`src/rtl/q_pipe_sink.sv`:
```
// Synchronous drain end of a Q-flop pipeline: four-phase responder on req/ack feeding a valid/ready FIFO.
// Define QSINK_SYNC_EN to pass req through a two-flop synchronizer; otherwise req is used directly.
module q_pipe_sink #(
  parameter int WIDTH = 8,
  parameter int DEPTH = 4
) (
  input  logic                     clk,
  input  logic                     rst,
  input  logic                     req,
  input  logic [WIDTH-1:0]         data,
  output logic                     ack,
  output logic [WIDTH-1:0]         out_data,
  output logic                     out_valid,
  input  logic                     out_ready,
  output logic [$clog2(DEPTH):0]   count
);

  localparam int AW = $clog2(DEPTH);
  localparam logic [AW:0] FULL = (AW+1)'(DEPTH);

  typedef enum logic {IDLE, ACKED} state_t;

  state_t            state, state_nxt;
  logic              req_s;
  logic              push, pop;
  logic [AW-1:0]     wr_ptr, rd_ptr;
  logic [WIDTH-1:0]  mem [DEPTH];

`ifdef QSINK_SYNC_EN
  logic req_p0, req_p1;

  // stage p0/p1: metastability filter for the asynchronous request
  always_ff @(posedge clk) begin
    if (rst) begin
      req_p0 <= 1'b0;
      req_p1 <= 1'b0;
    end else begin
      req_p0 <= req;
      req_p1 <= req_p0;
    end
  end

  assign req_s = req_p1;
`else
  assign req_s = req;
`endif

  // One write per handshake: only IDLE can push, and ACKED waits for req to fall.
  always_comb begin
    state_nxt = state;
    push      = 1'b0;
    case (state)
      IDLE: begin
        if (req_s && (count < FULL)) begin
          push      = 1'b1;
          state_nxt = ACKED;
        end
      end
      ACKED: begin
        if (!req_s) state_nxt = IDLE;
      end
    endcase
  end

  assign pop       = out_valid && out_ready;
  assign out_valid = (count != '0);
  assign out_data  = mem[rd_ptr];
  assign ack       = (state == ACKED);

  always_ff @(posedge clk) begin
    if (rst) begin
      state  <= IDLE;
      wr_ptr <= '0;
      rd_ptr <= '0;
      count  <= '0;
    end else begin
      state <= state_nxt;
      if (push) wr_ptr <= wr_ptr + 1'b1;
      if (pop)  rd_ptr <= rd_ptr + 1'b1;
      case ({push, pop})
        2'b10:   count <= count + 1'b1;
        2'b01:   count <= count - 1'b1;
        default: count <= count;
      endcase
    end
  end

  // Storage carries no reset; validity is tracked entirely by count.
  always_ff @(posedge clk) begin
    if (push) mem[wr_ptr] <= data;
  end

endmodule

```
`config.mk`:
```
export PLATFORM = sky130hd
export DESIGN_NAME = q_pipe_sink
export DESIGN_NICKNAME = d
export VERILOG_FILES = /design/src/rtl/q_pipe_sink.sv
export SDC_FILE = /design/constraint.sdc
export NUM_CORES = 1
export LEC_CHECK = 0
export CAP_MARGIN = 20
export CELL_PAD_IN_SITES_DETAIL_PLACEMENT = 1
export CELL_PAD_IN_SITES_GLOBAL_PLACEMENT = 2
export CORE_ASPECT_RATIO = 2
export CORE_MARGIN = 2
export CORE_UTILIZATION = 38
export CTS_BUF_LIST = sky130_fd_sc_hd__clkbuf_2 sky130_fd_sc_hd__clkbuf_4 sky130_fd_sc_hd__clkbuf_8
export CTS_CLUSTER_SIZE = 24
export DETAILED_ROUTE_END_ITERATION = 6
export PLACE_DENSITY_LB_ADDON = 0.12
export SLEW_MARGIN = 20
export SYNTH_ARGS = -nofsm -noshare
export SYNTH_HDL_FRONTEND = slang
export SYNTH_SLANG_ARGS = --single-unit
```
`constraint.sdc`:
```
create_clock -name clk -period 3.9 [get_ports clk]
set_clock_uncertainty 0.2 [all_clocks]
set_input_delay 1.17 -clock clk [delete_from_list [all_inputs] [get_ports clk]]
set_output_delay 1.17 -clock clk [all_outputs]
set_load 0.03 [all_outputs]
```
==> flow_summary.json <==
{
  "rr_worst_depth": 7,
  "grt_pass1_wl_um": 4950,
  "crit_required_ns": 2.53,
  "dp_hpwl_um": 2150,
  "seq_area_mm2": 0.00116,
  "finalNetCount": 139,
  "power_leakage_nw": 0.705,
  "cp_slowest_stage_delay_ns": 0.68,
  "vias": 852,
  "gr-total-overflow": 0,
  "drive_above_1_share": 0.172,
  "seq_area_frac_synth": 0.700,
  "comb_power_share": 0.323,
  "p_int_w": 0.00103,
  "rsz0062_at_grt": "false",
  "synth_compound_area_frac": 0.0204,
  "yosysTopAreaCell": "edfxtp_1",
  "grt_use_total": 0.139,
  "hp-class": "flip-flop to flip-flop",
  "rrSetupSlack_ns": 1.62,
  "grt_max_degree": 15,
  "worstMarginPinSlew_ns": 0.557,
  "tns_ns": 0,
  "rr_endpoint": "count[2]",
  "relSlewSlack": 0.628,
  "synthXorXnorAreaFrac": 0.0309,
  "cts_root_buffer": "clkbuf_8",
  "cp_num_buf_inv": 1,
  "final_hold_viol_count": 0,
  "cts-buffers-inserted": 5,
  "sw_frac_of_total": 0.309,
  "synth_seq_cells": 42,
  "p_switching_w": 0.000462,
  "dieArea_mm2": 0.00494,
  "ios": 25,
  "wirelength_um": 2990,
  "seq_power_share": 0.411,
  "synth_fp_nets": 111,
  "die_w_um": 50.7,
  "routedWlPerCell_um": 17.0,
  "worst-path-stages": 2,
  "min_period_over_period": 0.905,
  "hold_buffers": 0,
  "clock_latency_ns": 0.29,
  "synthAdderAreaFrac": 0.0498,
  "grt_pass1_vias": 996,
  "min_from": "rd_ptr[1]",
  "period_needed_ns": 3.53,
  "setup_violations": 0,
  "num_antenna_cells": 0,
  "synthesis.area_mm2": 0.00166,
  "synth_edf_count": 32,
  "syn_area_per_cell_um2": 17.8,
  "cts.clk_slew.worst_paths_ns": 0.08,
  "cts.sinks": 42,
  "setup.worst_path.end_class": "primary output",
  "multi_input_area_um2": 460,
  "cts_tree": "built",
  "gp_congestion": 0.772,
  "h-tree-depth": 2,
  "drv_cap": 0,
  "die_h_um": 97.4,
  "cts_max_path_buffers": 2,
  "status": "complete, no violations",
  "critical_path_class": "flip-flop to primary output",
  "synth_top_area_frac": 0.579,
  "slowest_stage": "dfxtp_1",
  "path_delay_family": "flip-flops",
  "drtIter0Drc": 11,
  "post-synth-top-count-cell": "edfxtp_1",
  "num_rows": 34,
  "core-area_mm2": 0.00425,
  "io_buffers": 24,
  "cp-start-kind": "flip-flop",
  "drv_slew": 0,
  "yosys_most_used_dff": "edfxtp_1",
  "synthCells": 93,
  "max_freq_mhz": 283,
  "cts_resized": 0,
  "yosys_warnings": 0,
  "drc_errors": 0,
  "fillers": 414,
  "synthTopCellsByCount": "edfxtp_1 (32), dfxtp_1 (10), mux4_2 (8), nor2_1 (8), inv_1 (6)",
  "synthSimpleGateAreaFrac": 0.0618,
  "holdPathStages": 2,
  "fin_cells": 176,
  "ys_top_cells_by_area": "edfxtp_1 (58%), dfxtp_1 (12%), mux4_2 (11%)",
  "synth_top_family_by_area": "multiplexers",
  "start_util": 0.390,
  "cts_setup_buffers": 0,
  "via_per_inst": 4.84,
  "yosys.cell_types.count": 23,
  "p_per_area_mw_per_mm2": 715,
  "drt-pass1-iter-count": 4,
  "clkPwrFrac": 0.267,
  "vdd_drop_max_mv": 0.512,
  "antenna_found_initial": 0,
  "reg2reg_from": "count[2]",
  "worstPathMaxFanout": 8,
  "synthArstFlopShare": 0,
  "ant_nets": 0,
  "dp_cells": 168,
  "critPathArrivalTime_ns": 2.16,
  "area_growth_pct": 25.9,
  "muxShareOfSynthArea": 0.115,
  "path_cells": "mux4_2 > clkdlybuf4s50_1"
}
## placed cells by master (no fill, tap or decap), drive strengths merged
master and instances:
inv 6, and2 4, clkinv 1, dfxtp 10
o21ai 1, mux4 8, ha 5, nor2b 1
or3 2, fa 1, o31a 1, a21oi 2
bufinv 2, nor2 8, xor2 3, xnor2 2
clkdlybuf4s50 24, o311ai 1, clkbuf 5, nor3b 2
mux2i 1, edfxtp 32
## sequential cells by signal, summed over array words and instances (netlist names), named ones only
name    flops
ack         1
count       3
mem        32
rd_ptr      2
wr_ptr      2
## routing by layer
metal | vias to the layer above | routed length (um) | part of all wire | GRT usage
li1 | 401 | - | - | -
met1 | 419 | 1130 | 0.38 | 0.158
met2 | 23 | 1690 | 0.56 | 0.234
met3 | 9 | 73 | 0.024 | 0.0246
met4 | 0 | 95 | 0.032 | 0.0873
met5 | - | 0 | 0 | 0
## power by group through the flow
| stage | Combinational, W | Clock (W) | Sequential, W |
|---|---|---|---|
| global placement | 0.000465 | 0 | 0.000618 |
| floorplan | 0.000322 | 0 | 0.000611 |
| CTS | 0.000490 | 0.000410 | 0.000618 |
| global route | 0.000521 | 0.000427 | 0.000627 |
| detailed placement | 0.000486 | 0 | 0.000628 |
| finish | 0.000482 | 0.000398 | 0.000614 |
## per-stage QoR
step                setup slack, ns  power (W)  cell area, um2  utilization  hold slack (ns)
floorplan                      1.09   0.000933            1660            -            0.285
global placement              0.629    0.00108            1950        0.459            0.320
detailed placement            0.514    0.00111            1950        0.459            0.328
CTS                           0.313    0.00152            2090        0.491            0.348
global route                  0.237    0.00158            2090        0.491            0.389
finish                        0.369    0.00149            2090        0.491            0.343
## worst register-to-register path: stages, from the launching register on
cell	delay, ns
dfxtp_1	0.51
o31a_2	0.24
ha_1	0.18
inv_1	0.06
fa_1	0.39
xor2_1	0.18
or3_1	0.31
a21oi_1	0.14
## worst max path at each step
stage                         start     endpoint  slack (ns)
after floorplan                 req     count[2]        1.09
final                     flip-flop  out_data[3]        0.37
after global routing      flip-flop  out_data[3]        0.24
after detailed placement  out_ready     count[2]        0.51
after CTS                 flip-flop  out_data[3]        0.31
after global placement          req     count[2]        0.63
## cell families after synthesis
logic type / count (synthesis)
AO/OA/AOI/OAI: 5
flip-flops: 42
XOR/XNOR: 5
adder cells (fa/ha/maj): 6
multiplexers: 9
AND/OR/NAND/NOR: 17
buffers and inverters: 9
## cell type report
type | instances | area share
Multi-Input combinational cell | 42 | 0.220
Timing Repair Buffer | 24 | 0.115
Clock inverter | 3 | 0.0329
Clock buffer | 5 | 0.0329
Sequential cell | 42 | 0.556
Tap cell | 54 | 0.0323
Inverter | 6 | 0.0108
Note: power is estimated with default switching activity, not from simulation.
